`src/rtl/b11_stim_sequencer_if.sv`:
```
// ---------------------------------------------------------------------------
// b11_stim_sequencer_if
// Controller-side bundle for the b11 stimulus sequencer: program load,
// start/abort handshake and status/signature readback.
// Optional macro: B11_SEQ_LOOP_EN adds the loop_cnt field.
// ---------------------------------------------------------------------------
interface b11_stim_sequencer_if #(
  parameter int AW = 8
);
  logic          load_we;
  logic [AW-1:0] load_addr;
  logic [7:0]    load_data;
  logic [AW:0]   prog_len;
  logic          start;
  logic          abort;
`ifdef B11_SEQ_LOOP_EN
  logic [7:0]    loop_cnt;
`endif
  logic          busy;
  logic          done;
  logic [15:0]   sig;

`ifdef B11_SEQ_LOOP_EN
  // Test controller drives requests and reads back status
  modport master (
    output load_we, load_addr, load_data, prog_len, start, abort, loop_cnt,
    input  busy, done, sig
  );

  // Sequencer consumes requests and reports status
  modport slave (
    input  load_we, load_addr, load_data, prog_len, start, abort, loop_cnt,
    output busy, done, sig
  );
`else
  // Test controller drives requests and reads back status
  modport master (
    output load_we, load_addr, load_data, prog_len, start, abort,
    input  busy, done, sig
  );

  // Sequencer consumes requests and reports status
  modport slave (
    input  load_we, load_addr, load_data, prog_len, start, abort,
    output busy, done, sig
  );
`endif
endinterface : b11_stim_sequencer_if

```
`src/rtl/b11_stim_sequencer.sv`:
```
// ---------------------------------------------------------------------------
// b11_stim_sequencer
// Plays a loaded opcode program into the b11 core (x_in/stbi, one entry per
// clock) and compacts the observed x_out values into a 16-bit MISR.
//
// Pipeline per entry k (start accepted at edge E0):
//   E(k+1) program word read out of memory
//   E(k+2) entry driven on dut_x_in / dut_stbi
//   E(k+3) b11 registers the entry
//   E(k+4) x_out folded into the signature when the entry's obs bit is set
//
// Optional macro: B11_SEQ_LOOP_EN -- adds loop_cnt; the program is replayed
// loop_cnt+1 times back-to-back with a single done at the end.
// DEPTH must equal 2**AW.
// ---------------------------------------------------------------------------
module b11_stim_sequencer #(
  parameter int DEPTH = 256,
  parameter int AW    = 8
) (
  input  logic                       clock,
  input  logic                       reset,
  b11_stim_sequencer_if.slave        ctl,
  output logic [5:0]                 dut_x_in,
  output logic                       dut_stbi,
  input  logic [5:0]                 dut_x_out
);

  localparam logic [15:0]   SIG_SEED  = 16'hFFFF;
  localparam logic [15:0]   MISR_POLY = 16'h002D;
  localparam logic [AW-1:0] ADDR_ONE  = {{(AW-1){1'b0}}, 1'b1};
  localparam logic [AW:0]   LEN_ONE   = {{AW{1'b0}}, 1'b1};

  typedef enum logic [1:0] {
    S_IDLE,   // waiting for start; program may be loaded
    S_RUN,    // issuing program reads, one address per clock
    S_DRAIN,  // reads finished, waiting for the last fold
    S_DONE    // single-cycle completion pulse
  } state_e;

  // One MISR step: shift left, feed back the polynomial on the carry-out,
  // and mix in the observed core output.
  function automatic logic [15:0] misr_step(input logic [15:0] s,
                                            input logic [5:0]  x);
    return {s[14:0], 1'b0} ^ (s[15] ? MISR_POLY : 16'h0000) ^ {10'b0, x};
  endfunction

  // -------------------------------------------------------------------------
  // State
  // -------------------------------------------------------------------------
  state_e        state_q,   state_d;
  logic [AW-1:0] addr_q,    addr_d;     // address being issued in RUN
  logic [AW-1:0] last_q,    last_d;     // address of the final entry
`ifdef B11_SEQ_LOOP_EN
  logic [7:0]    loop_q,    loop_d;     // passes still to play after this one
`endif
  logic          rd_vld_q,  rd_vld_d;   // rd_data_q holds a real entry
  logic          out_vld_q, out_vld_d;  // DUT inputs carry a real entry
  logic [5:0]    x_in_q,    x_in_d;
  logic          stbi_q,    stbi_d;
  logic          obs1_q,    obs1_d;     // obs of the entry on the DUT inputs
  logic          obs2_q,    obs2_d;     // obs of the entry b11 just registered
  logic [15:0]   sig_q,     sig_d;

  logic          mem_we;
  logic [7:0]    rd_data_q;
  logic [7:0]    mem [DEPTH];

  // -------------------------------------------------------------------------
  // Program memory: one write port, one registered read port
  // -------------------------------------------------------------------------
  // NOTE: the array and its read register deliberately have no reset; program
  // contents must survive reset, and rd_data_q is qualified by rd_vld_q.
  always_ff @(posedge clock) begin
    if (mem_we) begin
      mem[ctl.load_addr] <= ctl.load_data;
    end
    rd_data_q <= mem[addr_q];
  end

  // -------------------------------------------------------------------------
  // Next-state, datapath and MISR logic
  // -------------------------------------------------------------------------
  // NOTE: every signal written here gets a default first, so no path can
  // leave one unassigned and infer a latch; blocking '=' is correct here.
  always_comb begin
    state_d   = state_q;
    addr_d    = addr_q;
    last_d    = last_q;
`ifdef B11_SEQ_LOOP_EN
    loop_d    = loop_q;
`endif
    mem_we    = 1'b0;

    // The read/drive/observe pipeline advances every cycle; stages without
    // a valid entry present zeros to the core.
    rd_vld_d  = (state_q == S_RUN);
    out_vld_d = rd_vld_q;
    x_in_d    = rd_vld_q ? rd_data_q[5:0] : 6'd0;
    stbi_d    = rd_vld_q & rd_data_q[6];
    obs1_d    = rd_vld_q & rd_data_q[7];
    obs2_d    = obs1_q;
    sig_d     = obs2_q ? misr_step(sig_q, dut_x_out) : sig_q;

    unique case (state_q)
      S_IDLE: begin
        mem_we = ctl.load_we;
        if (ctl.start) begin
          sig_d = SIG_SEED;
          if (ctl.prog_len == '0) begin
            state_d = S_DONE;
          end else begin
            state_d = S_RUN;
            addr_d  = '0;
            last_d  = AW'(ctl.prog_len - LEN_ONE);
`ifdef B11_SEQ_LOOP_EN
            loop_d  = ctl.loop_cnt;
`endif
          end
        end
      end

      S_RUN: begin
        if (addr_q == last_q) begin
`ifdef B11_SEQ_LOOP_EN
          // Wrapping straight to entry 0 keeps consecutive passes gapless.
          if (loop_q != 8'd0) begin
            loop_d = loop_q - 8'd1;
            addr_d = '0;
          end else begin
            state_d = S_DRAIN;
          end
`else
          state_d = S_DRAIN;
`endif
        end else begin
          addr_d = addr_q + ADDR_ONE;
        end
      end

      // Once the read and drive stages are empty, the final observed entry
      // sits in obs2_q and folds on the same edge that enters DONE.
      S_DRAIN: begin
        if (!rd_vld_q && !out_vld_q) begin
          state_d = S_DONE;
        end
      end

      S_DONE: begin
        state_d = S_IDLE;
      end

      default: begin
        state_d = S_IDLE;
      end
    endcase

    // Abort wins over everything, including a same-cycle start: flush the
    // pipeline, silence the core inputs and freeze the signature.
    if (ctl.abort) begin
      state_d   = S_IDLE;
      rd_vld_d  = 1'b0;
      out_vld_d = 1'b0;
      x_in_d    = 6'd0;
      stbi_d    = 1'b0;
      obs1_d    = 1'b0;
      obs2_d    = 1'b0;
      sig_d     = sig_q;
    end
  end

  // -------------------------------------------------------------------------
  // State registers
  // -------------------------------------------------------------------------
  // Control, pipeline and signature flops with asynchronous reset
  always_ff @(posedge clock or negedge reset) begin
    if (!reset) begin
      state_q   <= S_IDLE;
      addr_q    <= '0;
      last_q    <= '0;
`ifdef B11_SEQ_LOOP_EN
      loop_q    <= 8'd0;
`endif
      rd_vld_q  <= 1'b0;
      out_vld_q <= 1'b0;
      x_in_q    <= 6'd0;
      stbi_q    <= 1'b0;
      obs1_q    <= 1'b0;
      obs2_q    <= 1'b0;
      sig_q     <= SIG_SEED;
    end else begin
      state_q   <= state_d;
      addr_q    <= addr_d;
      last_q    <= last_d;
`ifdef B11_SEQ_LOOP_EN
      loop_q    <= loop_d;
`endif
      rd_vld_q  <= rd_vld_d;
      out_vld_q <= out_vld_d;
      x_in_q    <= x_in_d;
      stbi_q    <= stbi_d;
      obs1_q    <= obs1_d;
      obs2_q    <= obs2_d;
      sig_q     <= sig_d;
    end
  end

  // -------------------------------------------------------------------------
  // Outputs: decoded straight from flops so reset clears them at once
  // -------------------------------------------------------------------------
  assign ctl.busy = (state_q == S_RUN) || (state_q == S_DRAIN);
  assign ctl.done = (state_q == S_DONE);
  assign ctl.sig  = sig_q;
  assign dut_x_in = x_in_q;
  assign dut_stbi = stbi_q;

endmodule : b11_stim_sequencer

```
`src/flat_wrapper.sv`:
```
// flat-port wrapper written by rule: the top's interface ports become plain ports
module b11_stim_sequencer_flat 
#(
  parameter int DEPTH = 256,
  parameter int AW    = 8
)
  (clock, reset, dut_x_in, dut_stbi, dut_x_out, ctl_load_we, ctl_load_addr, ctl_load_data, ctl_prog_len, ctl_start, ctl_abort, ctl_busy, ctl_done, ctl_sig);
  b11_stim_sequencer_if #(.AW(AW)) ctl_i ();
  input  logic clock;
  input  logic reset;
  output logic [5:0] dut_x_in;
  output logic dut_stbi;
  input  logic [5:0] dut_x_out;
  input wire logic [$bits(ctl_i.load_we)-1:0] ctl_load_we;
  input wire logic [$bits(ctl_i.load_addr)-1:0] ctl_load_addr;
  input wire logic [$bits(ctl_i.load_data)-1:0] ctl_load_data;
  input wire logic [$bits(ctl_i.prog_len)-1:0] ctl_prog_len;
  input wire logic [$bits(ctl_i.start)-1:0] ctl_start;
  input wire logic [$bits(ctl_i.abort)-1:0] ctl_abort;
  output wire logic [$bits(ctl_i.busy)-1:0] ctl_busy;
  output wire logic [$bits(ctl_i.done)-1:0] ctl_done;
  output wire logic [$bits(ctl_i.sig)-1:0] ctl_sig;
  assign ctl_i.load_we = ctl_load_we;
  assign ctl_i.load_addr = ctl_load_addr;
  assign ctl_i.load_data = ctl_load_data;
  assign ctl_i.prog_len = ctl_prog_len;
  assign ctl_i.start = ctl_start;
  assign ctl_i.abort = ctl_abort;
  assign ctl_busy = ctl_i.busy;
  assign ctl_done = ctl_i.done;
  assign ctl_sig = ctl_i.sig;
  b11_stim_sequencer #(.DEPTH(DEPTH), .AW(AW)) u_core (.clock(clock), .reset(reset), .ctl(ctl_i), .dut_x_in(dut_x_in), .dut_stbi(dut_stbi), .dut_x_out(dut_x_out));
endmodule
```
`config.mk`:
```
export PLATFORM = sky130hd
export DESIGN_NAME = b11_stim_sequencer_flat
export DESIGN_NICKNAME = d
export VERILOG_FILES = /design/src/rtl/b11_stim_sequencer_if.sv /design/src/rtl/b11_stim_sequencer.sv /design/src/flat_wrapper.sv
export SDC_FILE = /design/constraint.sdc
export NUM_CORES = 2
export LEC_CHECK = 0
export BUFFER_PORTS_ARGS = -buffer_cell sky130_fd_sc_hd__buf_4
export CAP_MARGIN = 20
export CORE_UTILIZATION = 30
export DETAILED_ROUTE_END_ITERATION = 10
export PLACE_DENSITY = 0.46
export REMOVE_ABC_BUFFERS = 1
export SLEW_MARGIN = 0
export SYNTH_ARGS = -nofsm -noshare
export SYNTH_HDL_FRONTEND = slang
export SYNTH_SLANG_ARGS = --single-unit
```
`constraint.sdc`:
```
create_clock -name clock -period 2.38 [get_ports clock]
set_input_delay 0.119 -clock clock [delete_from_list [all_inputs] [get_ports clock]]
set_output_delay 0.119 -clock clock [all_outputs]
set_load 0.01 [all_outputs]
```
; Word-level counts from Yosys, hierarchy flattened
; Memory sizes are Yosys's and may differ from the RTL's. A register that Yosys moved wholly into a read port is not among the register bits.
; Index checks and enable logic that the tools add are counted.
[classes]
n_addsub = 2
multipliers = 0
n_div = 0
magnitude_cmp = 0
n_eq_ne = 10
shifts = 0
n_mux = 24
bitwise_logic = 5
n_reduce_logical = 10
[ops]
columns = cell, count
row1 = $mux W16, 3
row2 = $mux W8, 3
row3 = $mux W6, 3
row4 = $pmux W8 S2, 1
row5 = $xor A16 B16 Y16, 1
row6 = $xor A16 B6 Y16, 1
row7 = $mux W2, 5
row8 = $logic_not A9 Y1, 1
row9 = $add A8 B1 Y8 const B, 1
row10 = $eq A8 B8 Y1, 1
row11 = $mux W1, 8
row12 = $pmux W2 S4, 1
row13 = $sub A8 B1 Y8 const B, 1
row14 = $ne A2 B2 Y1 const B, 3
row15 = $ne A3 B2 Y1 const B, 2
row16 = $reduce_and A3 Y1, 2
row17 = $eq A2 B2 Y1 const B, 2
row18 = $reduce_and A4 Y1, 1
row19 = $ne A3 B3 Y1 const B, 1
row20 = $and A1 B1 Y1, 2
row21 = $eq A2 B1 Y1 const B, 1
row22 = $logic_not A1 Y1, 2
row23 = $logic_not A2 Y1, 1
row24 = $reduce_bool A2 Y1, 1
row25 = 3 further kinds, 3
[totals]
register_bits = 45
latchBits = 0
mem_bits_rw = 2048
romBits = 0
in_bits = 36
output_inout_bits = 25
elab_cells = 62
n_memories = 1
[mem_list]
columns = memory, words, word_bits, read_ports, rd_ports_with_merged_regs, write_ports, line
row1 = u_core.mem, 256, 8, 1, 1, 1, b11_stim_sequencer.sv:66  ; logic [7:0] mem [DEPTH];

; Depth between registers and ports, before layout
[depth]
depth_word = 6
ltp_mapped = 13
ltp_nobuf = 8

; Worst setup path before layout
; OpenSTA, ideal clock, no wires.
[synth_path]
path_kind = reg-to-reg
start = register u_core.state_q[0]
end = memory u_core.mem[112][0], enable pin
setup_time_ps = 370
arrival_ps = 2223
path_slack_ps = -213
stages_incl_launch_ff = 9
path_cell_list = dfrtp_1 > inv_1 > ha_1 > and2_1 > clkbuf_1 > buf_1 > nand3_1 > clkbuf_1 > nor2_1
[synth_between]
elab_chain_len = 4
[synth_lines]
columns = element, line
row1 = "start, declared", b11_stim_sequencer.sv:50  ; state_e state_q, state_d;
row2 = "start signal, assigned", b11_stim_sequencer.sv:191  ; state_q <= state_d;
row3 = $logic_not A2 Y1, b11_stim_sequencer.sv:104  ; unique case (state_q)
row4 = $mux W1, b11_stim_sequencer.sv:104
row5 = $mux W1, b11_stim_sequencer.sv:74  ; if (mem_we) begin
row6 = $mux W1 (implied by the code), b11_stim_sequencer.sv:75  ; mem[ctl.load_addr] <= ctl.load_data;
row7 = "end, declared", b11_stim_sequencer.sv:66
; No other way between the ends.

==> impl_metrics.toml <==
[cts]
numCtsBuffers = 216
clock_latency_ns = 0.88
cts_sinks = 2101
clk_pin_slew_ns = 0.06
htree_levels = 4
cts_tree = "done"
root_buffer = "clkbuf_16"
cts_max_path_buffers = 3

[placement]
gp_congestion = 0.826
port_buffers = 60
hpwl_mm = 172
dp.cells = 8341
place_area_mm2 = 0.0940

[power_and_ir_drop]
pwr-share-clk_pct = 34.4
combPwrFrac_pct = 23.0
intPower_mw = 70.7
leakagePower_nw = 33.8
powerDensity_mw_per_mm2 = 930
switching_share_pct = 26.7
max-vdd-ir-drop_mv = 0.564
switchingPower_mw = 25.7
seqPwrFrac_pct = 42.6

[global_route]
grt_pass1_vias = 45700
antenna_found_initial = 14
overflow = 0
grt_pass1_wl_mm = 363
groute.usage.overall_pct = 18.6
grt_start_max_net_pins = 132

[synthesis]
synthFlopType = "edfxtp_1"
synth_compound_area_share_pct = 3.68
synth_simple_gate_area_share_pct = 3.10
synth-async-reset-ratio_pct = 2.14
synthAdderAreaFrac_pct = 0.122
synth.distinct_cells = 73
synth_edf_count = 2048
avgSynthCellArea_um2 = 20.3
muxShareOfSynthArea_pct = 14.4
synth_top_family_by_area = "multiplexers"
ys_seq_area_share_pct = 76.6
synth_warnings = 0
synth_cells = 4046
synth_area_mm2 = 0.0820
synth_xor_area_share_pct = 0.267
ys_ff_latch = 2101

[hold_path]
hold_class = "input pin to flop"

[setup_path]
cpMaxStageDelayCell = "mux4_2"
rrSetupSlack_ns = -0.59
worstSetupStartpointType = "flop"
critical_path.max_fanout = 7
path_class = "flop to flop"
worstPathRequired_ns = 3.14
cp.arrival_ns = 3.72
crit_chain = "buf_12, buf_12, buf_16, mux4_2, a22oi_1, nand3_2, nand3_1, buf_4, nand3_1, buf_4, a31o_1"
crit_path_end_kind = "flop"
max_stage_delay_ns = 0.50

[routing]
drtPass1Iterations = 6
via_per_inst = 5.05
drt_iter0_markers = 4513
drt-total-wl_mm = 261
wire_per_inst_um = 29.4
drtAntennaViolNets = 0
num_vias = 44800
drc_errors = 0

[finish]
nets = 5167
area_growth_pct = 26.4
final_area_mm2 = 0.104
most-common-layout-cells = "edfxtp_1 (2048), buf_4 (862), mux4_2 (433)"
utilization_pct = 38.2
fillers = 24600
layout.cells.non_filler = 8882
final_common_cell = "edfxtp_1"
drive_gt1_share_pct = 37.9

[floorplanning]
die_x_um = 525
die_h_um = 525
dieArea_mm2 = 0.276
pin_count = 61
coreArea_mm2 = 0.271
fp-row-count = 191
initial_core_util_pct = 30.2

[timing]
slew_violations = 0
max_freq_mhz = 337
hold_violations = 0
fin_crit_sh_pct = 125
post-route-min-period_ns = 2.97
grt_setup_unrepaired = "yes"
slew-limit-headroom_pct = 35.9
final-setup-viol-count = 8
worst_slack_ns = -0.589
fin_worst_skew_ns = 0.0352
worst_pin_slew_ns = 0.961

[run_status]
violations = "negative setup slack"
outcome = "finished, violations left"

[job]
drv_cap = 0
[cell usage after synthesis, types with 4 or more instances]
library cell  instances  area, µm²
dfrtp_1              29        726
buf_8                 8        120
buf_6                34        383
mux2i_1             182       1820
nor3_1                7       35.0
dfxtp_1               8        160
dfstp_2              16        420
a31oi_1              13       81.3
and2_1               17        106
nor2_1              285       1070
a311oi_1              5       43.8
xnor2_1              13        114
clkbuf_1             99        372
nand4_1              11       68.8
mux4_2              433       9750
nand3_1              62        310
a22o_1               18        158
a221oi_1             40        350
o22ai_1              24        150
o21ai_0              43        215
nand2b_1              5       31.3
a32o_1                4       40.0
a211oi_1             23        173
mux2_2               22        248
nor4_1                7       43.8
ha_1                  8        100
buf_1                21       78.8
or2_2                 4       25.0
nand2_1             139        522
xor2_1               12        105
o211ai_1             12       90.1
a22oi_1             107        803
nand3b_1              4       30.0
inv_1                15       56.3
o221ai_1             17        149
a21oi_1              77        385
nor2b_1              22        138
buf_2                69        345
o31ai_1               8       60.1
edfxtp_1           2048      61500
buf_4                16        120
[layer usage]
| layer | part of all wire, % | up-vias | routed length [µm] | global-route usage, % |
|---|---|---|---|---|
| met4 | 2.4 | 2 | 6210 | 4.51 |
| met2 | 47 | 1462 | 123000 | 29.8 |
| met3 | 6.3 | 303 | 16300 | 2.81 |
| li1 | - | 18900 | - | - |
| met5 | 0.0046 | - | 12 | 0 |
| met1 | 44 | 24200 | 115000 | 26.5 |
[worst max-delay path, delay by kind of cell (launching register included)]
kind,cells,cell delay [ns]
AND/OR/NAND/NOR,3,0.48
flip-flops,1,0.49
multiplexers,1,0.50
AO/OA/AOI/OAI,2,0.61
buffers and inverters,5,0.76
[cell type report]
type                            instances  area (µm²)  area share, %
Tap cell                             3570        4470           4.31
Clock inverter                        131        1190           1.14
Antenna cell                            5        12.5         0.0121
Multi-Input combinational cell       1680       18700           18.0
Timing Repair Buffer                 1108       10700           10.3
Inverter                               16        62.6         0.0604
Sequential cell                      2101       62800           60.6
Clock buffer                          271        5720           5.51
[logic make-up after synthesis]
family | after synthesis
compound gates | 428
xor+xnor | 25
fa+ha+maj | 8
buf+inv | 265
flops | 2101
mux | 637
simple gates | 582
[state kept, by name (all words and copies together), names as in the netlist]
signal            cells
u_core.obs1_q         1
u_core.rd_data_q      8
u_core.addr_q         8
u_core.obs2_q         1
u_core.state_q        2
u_core.rd_vld_q       1
u_core.ctl.sig       16
u_core.last_q         8
u_core.dut_stbi       1
u_core.dut_x_in       6
u_core.mem         2048
u_core.out_vld_q      1
[metrics by stage]
step	setup slack, ns	hold WS, ns	power, mW	setup TNS [ns]
global route	-0.623	0.0678	99.6	-4.98
detailed placement	-1.51	0.188	61.6	-32.13
global placement	-1.52	0.180	61.6	-15.74
CTS	-0.589	0.00492	96.1	-4.64
finish	-0.589	0.0783	96.4	-4.23
floorplan	-21.29	-0.177	46.7	-428.71
[path summary, 6_finish.rpt]
path,from,end,cells past startpoint
max,u_core.addr_q[0],u_core.rd_data_q[3],11
min,dut_x_out[0],u_core.ctl.sig[0],4
max reg2reg,u_core.addr_q[0],u_core.rd_data_q[3],11
min reg2reg,u_core.obs1_q,u_core.obs2_q,1
max in group asynchronous,reset,u_core.addr_q[2],4
min in group asynchronous,reset,u_core.ctl.sig[1],3
[power by group through the flow]
stage | Combinational [mW] | Clock (mW) | Sequential, mW
detailed placement | 19.7 | 0 | 41.9
global placement | 19.7 | 0 | 41.9
floorplan | 4.53 | 0 | 42.1
finish | 22.1 | 33.2 | 41.1
CTS | 21.0 | 33.9 | 41.1
global route | 23.3 | 35.2 | 41.1
[what timing repair did]
action	in CTS	in global routing
buffers inserted	25	51
setup endpoints to repair	872	109
hold buffers	52	0
hold endpoints to repair	1696	0
gates resized for setup	116	134
pin swaps	20	50
cloned	6	6
Power figures use the tool's default switching activity.
